===== src/rtl/nn_pkg.sv =====
// Shared widths and types for the neuron datapath: accumulator sums and
// requantized activations. Used by the MAC stage and by act_collect.
package nn_pkg;

  localparam int ACC_W   = 12;
  localparam int ACT_W   = 5;
  localparam int ACT_MAX = 15;

  typedef logic signed [ACC_W-1:0] acc_t;
  typedef logic        [ACT_W-1:0] act_t;

endpackage


===== src/rtl/relu_quant.sv =====
// Combinational ReLU, round-half-up right shift and saturation that maps a
// signed accumulator sum to a non-negative activation in 0..ACT_MAX.
module relu_quant
  import nn_pkg::*;
#(
  parameter int SHIFT = 3
) (
  input  acc_t acc_i,
  output act_t act_o
);

  localparam int             EXT_W   = ACC_W + 1;
  localparam int             RND_INT = (1 << SHIFT) >> 1;
  localparam logic [EXT_W-1:0] RND   = EXT_W'(RND_INT);
  localparam logic [EXT_W-1:0] SAT   = EXT_W'(ACT_MAX);

  logic [EXT_W-1:0] relu;
  logic [EXT_W-1:0] sum;
  logic [EXT_W-1:0] shifted;

  // The extra headroom bit keeps 2047 plus the rounding constant from wrapping.
  always_comb begin
    relu    = '0;
    sum     = '0;
    shifted = '0;
    act_o   = '0;
    relu    = acc_i[ACC_W-1] ? '0 : {1'b0, acc_i};
    sum     = relu + RND;
    shifted = sum >> SHIFT;
    act_o   = (shifted > SAT) ? ACT_W'(ACT_MAX) : shifted[ACT_W-1:0];
  end

endmodule


===== src/rtl/act_collect.sv =====
// Quantizes neuron result pulses and packs NUM_OUT consecutive activations
// into a valid/ready vector, with a collect bank and a hold bank for slack.
module act_collect
  import nn_pkg::*;
#(
  parameter int NUM_OUT = 4,
  parameter int SHIFT   = 3
) (
  input  logic                     clk,
  input  logic                     rst,
  input  logic                     result_ready,
  input  logic [ACC_W-1:0]         result,
  input  logic                     out_ready,
  output logic                     vec_valid,
  output logic [ACT_W*NUM_OUT-1:0] vec_data,
  output logic                     overflow
);

  localparam int IDX_W = (NUM_OUT > 1) ? $clog2(NUM_OUT) : 1;
  localparam logic [IDX_W-1:0] LAST_IDX = IDX_W'(NUM_OUT - 1);

  act_t q_act;

  logic                     q_vld_q,   q_vld_d;
  act_t                     q_val_q,   q_val_d;
  logic [IDX_W-1:0]         idx_q,     idx_d;
  logic                     full_q,    full_d;
  act_t                     bank_q [NUM_OUT];
  act_t                     bank_d [NUM_OUT];
  logic [ACT_W*NUM_OUT-1:0] hold_q,    hold_d;
  logic                     vld_q,     vld_d;
  logic                     ovf_q,     ovf_d;

  logic xfer;
  logic accept;

  relu_quant #(
    .SHIFT (SHIFT)
  ) u_relu_quant (
    .acc_i (acc_t'(result)),
    .act_o (q_act)
  );

  // A full collect bank may only drain into hold when hold is empty or is
  // being consumed this very cycle; otherwise a new activation has nowhere to go.
  assign xfer   = full_q && (!vld_q || out_ready);
  assign accept = q_vld_q && (!full_q || xfer);

  always_comb begin
    q_vld_d = result_ready;
    q_val_d = q_act;
    idx_d   = idx_q;
    full_d  = full_q;
    bank_d  = bank_q;
    hold_d  = hold_q;
    vld_d   = vld_q;
    ovf_d   = ovf_q;

    if (xfer) begin
      for (int k = 0; k < NUM_OUT; k++) begin
        hold_d[k*ACT_W +: ACT_W] = bank_q[k];
      end
      vld_d  = 1'b1;
      full_d = 1'b0;
    end else if (vld_q && out_ready) begin
      vld_d = 1'b0;
    end

    // With NUM_OUT >= 2 an accept during xfer lands at index 0 and can
    // never re-complete a vector, so the full flag set here cannot collide.
    if (accept) begin
      bank_d[idx_q] = q_val_q;
      if (idx_q == LAST_IDX) begin
        idx_d  = '0;
        full_d = 1'b1;
      end else begin
        idx_d = idx_q + IDX_W'(1);
      end
    end

    if (q_vld_q && full_q && !xfer) begin
      ovf_d = 1'b1;
    end
  end

  always_ff @(posedge clk) begin
    if (rst) begin
      q_vld_q <= 1'b0;
      q_val_q <= '0;
      idx_q   <= '0;
      full_q  <= 1'b0;
      hold_q  <= '0;
      vld_q   <= 1'b0;
      ovf_q   <= 1'b0;
      for (int k = 0; k < NUM_OUT; k++) begin
        bank_q[k] <= '0;
      end
    end else begin
      q_vld_q <= q_vld_d;
      q_val_q <= q_val_d;
      idx_q   <= idx_d;
      full_q  <= full_d;
      hold_q  <= hold_d;
      vld_q   <= vld_d;
      ovf_q   <= ovf_d;
      for (int k = 0; k < NUM_OUT; k++) begin
        bank_q[k] <= bank_d[k];
      end
    end
  end

  assign vec_valid = vld_q;
  assign vec_data  = hold_q;
  assign overflow  = ovf_q;

endmodule


===== config.mk =====
export PLATFORM = sky130hd
export DESIGN_NAME = act_collect
export DESIGN_NICKNAME = d
export VERILOG_FILES = /design/src/rtl/nn_pkg.sv /design/src/rtl/relu_quant.sv /design/src/rtl/act_collect.sv
export SDC_FILE = /design/constraint.sdc
export NUM_CORES = 1
export LEC_CHECK = 0
export ABC_AREA = 1
export CAP_MARGIN = 20
export CORE_ASPECT_RATIO = 1.2
export CORE_MARGIN = 10
export CORE_UTILIZATION = 51
export DETAILED_ROUTE_END_ITERATION = 8
export PLACE_DENSITY_LB_ADDON = 0.1
export SLEW_MARGIN = 5
export SYNTH_ARGS = -nofsm -noshare
export SYNTH_HDL_FRONTEND = slang
export SYNTH_SLANG_ARGS = --single-unit

===== constraint.sdc =====
create_clock -name clk -period 1.7 [get_ports clk]
set_input_delay 0.51 -clock clk [delete_from_list [all_inputs] [get_ports clk]]
set_output_delay 0.51 -clock clk [all_outputs]
set_load 0.02 [all_outputs]

==> results.tsv <==
stage	metric	value	unit
synthesis	synth-seq-cells	51	
sta	finalMaxSlewViolations	0	
global_route	track_usage	12.4	%
critical_path	crit_fanout	4	
global_route	grt_pass1_wl	7010	µm
detailed_routing	drt_wl_total	4140	µm
cells_and_area	syn_to_final_growth	34.1	%
critical_path	required	1910	ps
cells_and_area	final_area	2750	µm²
power_and_ir_drop	vdd_ir_drop_max	474	µV
detailed_routing	drt_pass1_iterations	4	
placed_design	port_buffers	35	
cells_and_area	stdcell_count	370	
floorplan	fp.coreArea	3910	µm²
synthesis	avgSynthCellArea	7.92	µm²
global_route	grt_pass1_vias	1695	
critical_path	startpoint_type	primary input	
placed_design	hpwl	2960	µm
clocking	clk_path_buf_depth	2	
detailed_routing	remaining_drc_errors	0	
floorplan	die_w	77.9	µm
critical_path	cp-end-kind	flop	
synthesis	syn_area	2050	µm²
sta	setup_viol	0	
global_route	antenna_found_initial	0	
synthesis	synth_top_area_share	49.8	%
power_and_ir_drop	p_seq_share	56.4	%
sta	period_share	95.4	%
detailed_routing	drt_iter0_drc	79	
critical_path	cp_slowest_cell	clkdlybuf4s50_1	
critical_path	cp.arrival	1830	ps
clocking	cts_buffers	5	
placed_design	dp.cells	360	
floorplan	io_pins	38	
synthesis	ys_types	21	
power_and_ir_drop	p_int	1.70	mW
sta	finalClockSkew	6.24	ps
synthesis	synth_top_family_by_area	compound AO/OA/AOI/OAI gates	
critical_path	crit_type	in2reg	
synthesis	synth_xor_area_share	1.28	%
detailed_routing	post_drt_via_cell_ratio	4.77	
sta	setup_slack	78.2	ps
clocking	cts-root-buf	clkbuf_8	
cells_and_area	fin_nets	336	
sta	fmax	617	MHz
cells_and_area	drive_above_1_share	18.7	%
synthesis	ys_top_cells_by_area	dfxtp_1, a21oi_1, o21ai_0	
global_route	grt-ovfl-total	0	
critical_path	path_cells	clkdlybuf4s50_1 -> nand3_2 -> nor2_4 -> nand2_1 -> nand2_1 -> nand2_2 -> nor2_4 -> nand3_2 -> nand2_2 -> inv_1	
clocking	hold_buffers	0	
cells_and_area	antenna_cells	0	
synthesis	synth-adder-area-share	3.05	%
floorplan	die_h	89.5	µm
detailed_routing	postRouteAntennaNets	0	
power_and_ir_drop	pwr-share-clk	33.8	%
sta	final_hold_viol_count	0	
cells_and_area	fillerInstances	354	
detailed_routing	vias	1766	
global_route	grt_max_degree	44	
hold_path	hold_path.class	reg2reg	
synthesis	yosysWarnings	0	
clocking	insertion_delay	300	ps
power_and_ir_drop	switchingPower	0.519	mW
floorplan	dieArea	6970	µm²
outcome	outcome	finished, final reports clean	
synthesis	synth-seq-area-share	49.8	%
power_and_ir_drop	switching_share	23.4	%
placed_design	dp_worst_setup_slack	-469	ps
synthesis	synth_mux_area_share	0	%
floorplan	num_rows	25	
clocking	htree_levels	2	
synthesis	synth_fp_nets	280	
synthesis	synth_compound_area_share	19.0	%
clocking	cts_tree	done	
placed_design	finalWeightedCongestion	0.732	
synthesis	syn-instance-count	259	
clocking	cts.sinks	51	
sta	min_period	1620	ps
placed_design	dpl_cell_area	2610	µm²
power_and_ir_drop	power_frac_comb	9.7	%
run	drv_cap	0	
clocking	clk_pin_slew_worst_paths	80	ps
synthesis	synth_top_area_cell	dfxtp_1	
detailed_routing	wl_per_cell	11.2	µm
critical_path	max_stage_delay	510	ps
power_and_ir_drop	power_density	805	nW/µm²
cells_and_area	final_common_cell	dfxtp_1	
power_and_ir_drop	p_leak	1.27	nW
synthesis	synth-simple-area-share	17.7	%
cells_and_area	final_cell_mix	dfxtp_1, a21oi_1, inv_1, nand2_1, o21ai_0	
floorplan	floorplan.initialDensity	52.5	%
registers in the layout, summed over array words and instances, names as in the netlist:
signal     flops
bank_q        20
vec_data      20
q_val_q        5
idx_q          2
full_q         1
overflow       1
q_vld_q        1
vec_valid      1
metrics by stage:
stage          hold slack [ps]  power, mW  utilization (%)  setup TNS (ps)
2_1_floorplan              429       1.39                -               0
3_5_place_dp               441       1.48             66.7           -4610
5_1_grt                    472       2.32             70.4           -59.8
6_report                   454       2.21             70.4               0
4_1_cts                    457       2.23             69.3               0
3_3_place_gp               439       1.48             66.7           -3700
cells in the mapped netlist:
cell type	count
dfxtp_1	51
a21oi_1	40
nand2_1	35
inv_1	33
o21ai_0	30
nor2_1	14
nand3_1	8
o21ai_1	8
nand2_2	7
ha_1	5
buf_2	4
inv_2	4
nor2_2	4
clkbuf_1	3
nand3_2	3
nor2_4	3
xor2_1	3
buf_4	1
conb_1	1
inv_4	1
nand3b_1	1
critical path, delay by kind of cell:
family / cells / cell delay [ps]
buffers and inverters: 2 / 540
AND/OR/NAND/NOR: 8 / 770
power groups by stage:
stage / Combinational [mW] / Clock [mW] / Sequential (mW)
6_report: 0.216 / 0.749 / 1.25
5_1_grt: 0.245 / 0.826 / 1.25
4_1_cts: 0.209 / 0.767 / 1.25
3_5_place_dp: 0.206 / 0 / 1.28
3_3_place_gp: 0.201 / 0 / 1.28
2_1_floorplan: 0.114 / 0 / 1.27
cell families after synthesis:
kind of cell / Yosys count
adder cells (fa/ha/maj): 5
buffers and inverters: 46
AO/OA/AOI/OAI: 78
flip-flops: 51
XOR/XNOR: 3
AND/OR/NAND/NOR: 75
other: 1
worst paths after layout:
| check | from | end | slack, ps | cells after the start |
|---|---|---|---|---|
| min | bank_q[17] | vec_data[2] | 450 | 2 |
| max reg2reg | idx_q[0] | bank_q[16] | 500 | 5 |
| max | result[6] | q_val_q[2] | 80 | 10 |
| min reg2reg | bank_q[17] | vec_data[2] | 450 | 2 |
what timing repair did:
| item | 4_1_cts | 5_1_grt |
|---|---|---|
| resized for setup | 31 | 12 |
| pin swaps | 7 | 14 |
| setup buffers | 1 | 1 |
| endpoints found under the setup margin | 26 | 5 |
routing by layer:
layer  global-route usage, %  vias to the layer above  wire [µm]
li1                        -                      936          -
met2                    22.0                       35       2030
met4                    6.53                        0         93
met3                    4.63                       10        198
met1                    12.5                      785       1820
met5                       0                        -          0
area by class of cell:
class	instances	area, µm²	area share (%)
Tap cell	54	67.6	2.45
Clock buffer	7	96.3	3.50
Timing Repair Buffer	57	518	18.8
Clock inverter	1	7.51	0.273
Sequential cell	51	1020	37.1
Multi-Input combinational cell	162	892	32.4
Inverter	38	150	5.45
Power figures use the tool's default switching activity.
